$ cat src/rtl/adsr_envelope.sv
// ADSR envelope generator: steps a saturating level on each sample tick and
// scales a voice amplitude by the registered envelope.
module adsr_envelope #(
  parameter int unsigned ENV_W = 16
) (
  input  logic             CLK,
  input  logic             RESET,
  input  logic             SAMPLE_TICK,
  input  logic             KEY,
  input  logic [ENV_W-1:0] ATTACK,
  input  logic [ENV_W-1:0] DECAY,
  input  logic [ENV_W-1:0] SUSTAIN,
  input  logic [ENV_W-1:0] RLEASE,
  input  logic [ENV_W-1:0] AMP_IN,
  output logic [ENV_W-1:0] ENV,
  output logic [2:0]       STATE,
  output logic             ACTIVE,
  output logic [ENV_W-1:0] AMP_OUT
);

  typedef enum logic [2:0] {
    StIdle    = 3'd0,
    StAttack  = 3'd1,
    StDecay   = 3'd2,
    StSustain = 3'd3,
    StRelease = 3'd4
  } state_e;

  localparam logic [ENV_W-1:0] EnvMax = '1;

  state_e           state_q;
  logic             key_q;
  logic [ENV_W-1:0] env_q;
  logic [ENV_W-1:0] amp_q;

  logic               rise, fall, gated;
  logic [ENV_W:0]     att_sum;
  logic [ENV_W:0]     dec_floor;
  logic [2*ENV_W-1:0] product;
  logic [ENV_W-1:0]   amp_d;

  assign rise  = KEY & ~key_q;
  assign fall  = ~KEY & key_q;
  assign gated = (state_q == StAttack) || (state_q == StDecay) || (state_q == StSustain);

  // One extra bit so the saturation tests cannot be fooled by wrap-around.
  assign att_sum   = {1'b0, env_q} + {1'b0, ATTACK};
  assign dec_floor = {1'b0, SUSTAIN} + {1'b0, DECAY};

  assign product = {{ENV_W{1'b0}}, AMP_IN} * {{ENV_W{1'b0}}, env_q};
  assign amp_d   = ENV_W'(product >> ENV_W);

  always_ff @(posedge CLK) begin
    if (RESET) begin
      state_q <= StIdle;
      key_q   <= 1'b0;
      env_q   <= '0;
      amp_q   <= '0;
    end else begin
      key_q <= KEY;
      amp_q <= amp_d;
      if (rise) begin
        state_q <= StAttack;
      end else if (fall && gated) begin
        state_q <= StRelease;
      end else if (!fall && SAMPLE_TICK) begin
        // Gate edges swallow the tick of their cycle, hence the !fall guard.
        case (state_q)
          StIdle: env_q <= '0;
          StAttack: begin
            if ((ATTACK == '0) || (att_sum >= {1'b0, EnvMax})) begin
              env_q   <= EnvMax;
              state_q <= StDecay;
            end else begin
              env_q <= att_sum[ENV_W-1:0];
            end
          end
          StDecay: begin
            if ((DECAY == '0) || ({1'b0, env_q} <= dec_floor)) begin
              env_q   <= SUSTAIN;
              state_q <= StSustain;
            end else begin
              env_q <= env_q - DECAY;
            end
          end
          StSustain: env_q <= SUSTAIN;
          StRelease: begin
            if ((RLEASE == '0) || (env_q <= RLEASE)) begin
              env_q   <= '0;
              state_q <= StIdle;
            end else begin
              env_q <= env_q - RLEASE;
            end
          end
          default: begin
            env_q   <= '0;
            state_q <= StIdle;
          end
        endcase
      end
    end
  end

  assign ENV     = env_q;
  assign STATE   = state_q;
  assign ACTIVE  = (state_q != StIdle);
  assign AMP_OUT = amp_q;

endmodule

$ cat config.mk
export PLATFORM = sky130hd
export DESIGN_NAME = adsr_envelope
export DESIGN_NICKNAME = d
export VERILOG_FILES = /design/src/rtl/adsr_envelope.sv
export SDC_FILE = /design/constraint.sdc
export NUM_CORES = 1
export LEC_CHECK = 0
export CORE_ASPECT_RATIO = 1.4
export CORE_UTILIZATION = 61
export CTS_BUF_LIST = sky130_fd_sc_hd__clkbuf_16
export DETAILED_ROUTE_END_ITERATION = 8
export PLACE_DENSITY = 0.81
export SLEW_MARGIN = 20
export SYNTH_ARGS = -nofsm -noshare
export SYNTH_HDL_FRONTEND = slang
export SYNTH_SLANG_ARGS = --single-unit
$ cat constraint.sdc
create_clock -name CLK -period 8.2 [get_ports CLK]
set_input_delay 0.82 -clock CLK [delete_from_list [all_inputs] [get_ports CLK]]
set_output_delay 0.82 -clock CLK [all_outputs]
set_load 0.01 [all_outputs]
Yosys cells after proc, flatten, opt, wreduce, memory -nomap -nowiden --
Cells that the tools add are included. W data, S select, Z words.
Cells by class: magnitude comparators 3, bitwise gates (word level) 7, multipliers 1, reduce and logical (&&, ||, !) cells 22, $add $sub $neg 4, muxes and demuxes 11, eq/ne operators 15
Operator list (count):
- $pmux W16 S4 | 1
- $logic_not A16 Y1 | 3
- $mux W16 | 3
- $add A16 B16 Y17 | 2
- $mul A16 B16 Y32 | 1
- $sub A16 B16 Y16 | 2
- $ge A17 B16 Y1 const B | 1
- $le A16 B17 Y1 | 1
- $le A16 B16 Y1 | 1
- $mux W3 | 5
- $reduce_and A5 Y1 | 3
- $pmux W3 S4 | 1
- $ne A3 B1 Y1 const B | 3
- $ne A4 B2 Y1 const B | 2
- $eq A3 B2 Y1 const B | 2
- $ne A2 B1 Y1 const B | 3
- $reduce_bool A3 Y1 | 2
- $logic_or A1 B1 Y1 | 5
- $not A1 Y1 | 5
- $ne A4 B4 Y1 const B | 1
- $reduce_or A2 Y1 | 2
- $eq A3 B1 Y1 const B | 1
- $eq A3 B3 Y1 const B | 1
- $logic_not A3 Y1 | 1
- other kinds (9) | 11
Storage, ports and cells: bits of input ports 84, register bits 36

Depth between registers and ports, before layout --
depth in word-level cells 8, gate-level depth with buffers 25

Least setup slack after synthesis --
Ideal clock, no wire load.
kind input port to flip-flop, start point in AMP_IN[7], end point reg amp_q[15] (netlist: AMP_OUT[15]), data arrival time 6417 ps, library setup time 127 ps, stages on the path 24, setup slack 1655 ps, path buffers 1, required time 8073 ps, cells stage by stage clkbuf_1 > nand2_1 > fa_1 > inv_1 > fa_1 > inv_1 > fa_1 > inv_1 > fa_1 > fa_1 > inv_1 > fa_1 > inv_1 > ha_1 > a21o_1 > a21o_1 > a21oi_1 > o21ai_0 > a22oi_1 > a22oi_1 > a221oi_1 > o21ai_0 > xnor2_1 > nor2_1
On the way: word-level cells in the longest chain between the ends 1
RTL lines:
- start: declaration | RTL line 14 | input logic [ENV_W-1:0] AMP_IN,
- $mul A16 B16 Y32 | RTL line 50 | assign product = {{ENV_W{1'b0}}, AMP_IN} * {{ENV_W{1'b0}}, env_q};
- end signal: assignment | RTL line 61 | amp_q <= amp_d;
- end: declaration | RTL line 34 | logic [ENV_W-1:0] amp_q;
Every way passes these cells. A chain may end at the register's enable or synchronous reset.

Worst setup path after layout --
start point in AMP_IN[12], end point reg amp_q[15] (netlist: AMP_OUT[15])
The elaborated chain is that of the path after synthesis.

==> summary.txt <==
Outcome
  – Status: finished with violations
  – Failing checks: DRC

Yosys
  – Post-synthesis xor/xnor area fraction: 0.0451
  – Cell count after synthesis: roughly 1,500
  – Syn Std Cell Area: about 13,000 um^2
  – Synth Area in Compound Gates: 0.132
  – Post-synth EDFFs: 0
  – Synth Area in Simple Gates: 0.185
  – Synth top area share: 0.304
  – Avg Cell Area, Syn: 8.39 um^2
  – Asr flop ratio synth: 0
  – Post-Synth Adder-Cell Area: 0.477
  – Ys flop type: dfxtp_1
  – Largest family of logic cells by synthesized area: adder cells
  – Synth cell count leaders: inv_1 (286), fa_1 (197), nand2_1 (188), ha_1 (180), and2_1 (122)
  – Multiplexer share of the synthesized area: 0.00693
  – Count of cell types in the netlist: a little under 80
  – Synthesized flop and latch total: 36
  – Syn nets: between 2,000 and 2,500
  – Register area share after synthesis: 0.0555
  – Leading area contributor after synthesis: fa_1
  – Warnings, synthesis: 0
  – Synth area leaders: fa_1 (30%), ha_1 (17%), inv_1 (8.3%)
  – Count leader, synth: inv_1

Setup path
  – Critical path arrival: 7.51 ns
  – CP delay by family, top: adder cells
  – Crit-path slowest cell: clkdlybuf4s50_1
  – CP dominant cell by count: fa_1
  – CP endpoint kind: flip-flop
  – Crit-path max cell delay: 0.93 ns
  – Maximum fanout along the worst path: 16
  – Critical Path Source Type: input port
  – Worst-path cell chain: clkdlybuf4s50_1, nand2_1, fa_1, fa_1, fa_1, inv_1, fa_1, fa_1, inv_1, fa_1, inv_1, ha_1, a21o_1, a21o_1, a21oi_1, o21ai_0, a22oi_1, a22oi_1, a221oi_1, o21ai_0, xnor2_1, nor2_1
  – Buf+Inv Stages, Crit Path: 4
  – Critical path data required time: 8.38 ns
  – Critical path type: in -> reg

Placement
  – Port bufs: 119
  – Routability cong.: 0.973
  – Placed Instances: 1,897
  – Hpwl dp: 30,400 um

Clocking
  – Num CTS Buffers: 5
  – Setup bufs post-CTS: 0
  – CTS tree: yes
  – # resized after CTS: 0
  – Root Driver: clkbuf_16
  – Max Root-Sink Buffers: 2
  – Skew-Pair Late Insertion Delay: 0.30 ns
  – Clock tree sinks: 36
  – Hold buffers post-CTS: 0
  – H-tree depth: 2
  – CTS clk-pin slew, worst paths: 0.06 ns

Timing
  – Final setup viols: 0
  – Final Hold Viols: 0
  – Slew margin rel.: 0.276
  – Least-Margin Pin Slew: 1.08 ns
  – Highest clock rate: 0.136 GHz
  – Setup Skew: between 0.007 and 0.008 ns
  – Final period utilization: 0.894
  – TNS Setup: 0 ns
  – Tmin final: 7.33 ns
  – Max-slew violation count: 0
  – RSZ-0062 raised after global routing: false

Drt
  – Routed vias/inst: between 6 and 7
  – Avg WL per Cell: 19.4 um
  – Final wirelength: approximately 37,000 um
  – Antenna-violating nets left: 0
  – Routed vias: 11,500
  – 1st-pass router iterations: 8
  – Remaining DRCs: 4
  – DRT iter0 DRCs: roughly 700

Power
  – Leak pwr: 7.51 nW
  – Peak supply drop: 0.0705 mV
  – Pwr dens: 45.4 nW/um^2

Finish
  – Nets: 2,109
  – Area delta synth->final: 12.6%
  – Finished Layout Cells: 1,905
  – N_diodes: 0
  – Ratio of cells with drive above 1 in the final layout: 0.0327

Die
  – Die area: 21,900 um^2
  – Die Span Y: 175 um
  – DIE WIDTH: 125 um
  – Core Area: between 20,000 and 25,000 um^2
  – Std-Cell Rows: 62
  – Initial Utilization: 0.627
  – Num ports: 120

Global route
  – Initial antenna violation count: 0
  – Total GRT Usage: 0.353
  – Gr ovfl total: 0
  – Vias in the first global route: 12,300
  – Global-route wire length before repair: between 50,000 and 60,000 um
  – Largest net degree at the start of global routing: 39

Min path
  – Hold WC Path Type: reg -> reg

Job
  – Max Cap Viol: 0
[cell usage in the layout (no fill, tap or decap), types with 3 or more instances in the layout]
master           Yosys  routed
and3_1               9       9
nand2_1            188     188
nor3_1              12      12
a21o_1              33      33
xnor2_1             43      43
or3_1               11      11
a31oi_1              3       3
nand2b_1            12      12
clkdlybuf4s50_1      0     119
nand3b_1             6       6
nor2_1              51      51
and2_1             122     122
nor4_1              12      12
fa_1               197     197
o21ai_1              7       7
a41oi_1              3       3
a211oi_2             3       3
nor2b_1              8       8
nand4_1             10      10
and4_1               8       8
o31ai_1              7       7
a21oi_1             63      63
or4_1                3       3
buf_4                0      23
o21a_1               9       9
a211oi_1             3       3
clkbuf_16            0       5
inv_1              286     286
o21bai_1            11      11
mux2i_1              9       9
o211ai_1             3       3
ha_1               180     180
a22oi_1              4       4
a221oi_1            20      20
xor2_1              22      22
nand3_1             12      12
o21ai_0             43      43
dfxtp_1             36      36
[registers in the layout (all words and copies together), names as in the netlist]
signal,cells
AMP_OUT,16
ENV,16
STATE,3
key_q,1
[cell families after synthesis]
kind of cell | after synthesis
AOI/OAI and AO/OA | 249
xor gates and xnor gates | 66
DFF | 36
adders and majority gates | 377
muxes | 9
and+or+nand+nor | 476
buffers and inverters | 336
[cell type report]
class	instances	area (um^2)
clock inverters	3	23.8
multi-input cells	1177	11000
clock buffers	5	125
flip-flops and latches	36	721
repair buffers	142	1360
fillers	1649	6090
well taps	256	320
inverters	286	1070
[stage by stage]
| step | hold slack [ns] | area [um^2] | util | total power, mW | setup slack (ns) |
|---|---|---|---|---|---|
| 2_1_floorplan | 0.536 | 13000 | - | 0.347 | 1.66 |
| 3_3_place_gp | 0.589 | 14500 | 0.699 | 0.453 | 0.745 |
| 3_5_place_dp | 0.589 | 14500 | 0.699 | 0.459 | 0.573 |
| 4_1_cts | 0.604 | 14600 | 0.706 | 0.663 | 0.862 |
| 5_1_grt | 0.642 | 14600 | 0.706 | 0.699 | 0.386 |
| 6_report | 0.600 | 14600 | 0.706 | 0.664 | 0.870 |
[routing by layer]
| layer | vias up | routed length, um | global-route usage |
|---|---|---|---|
| met5 | - | 0 | 0 |
| met4 | 0 | 3880 | 0.318 |
| met3 | 206 | 2500 | 0.0429 |
| met2 | 570 | 18400 | 0.640 |
| met1 | 5484 | 12300 | 0.353 |
| li1 | 5218 | - | - |
[power by group]
group          internal (mW)  switching [mW]  leakage (nW)
Combinational          0.122           0.157          7.16
Sequential             0.177         0.00491         0.291
Clock                  0.113          0.0893        0.0660
[worst paths after layout]
check	slack, ns	cells after the start	start	to
min	0.60	2	key_q	STATE[0]
max	0.87	22	AMP_IN[12]	AMP_OUT[15]
min reg2reg	0.60	2	key_q	STATE[0]
max reg2reg	1.42	21	ENV[13]	AMP_OUT[15]
[worst register-to-register path, delay by kind of cell, from the launching register on]
family,cells,cell delay [ns]
AOI/OAI and AO/OA,4,1.24
xor gates and xnor gates,1,0.18
adders and majority gates,7,3.33
buffers and inverters,3,0.14
DFF,1,1.03
and+or+nand+nor,6,0.75
Power figures use the tool's default switching activity.
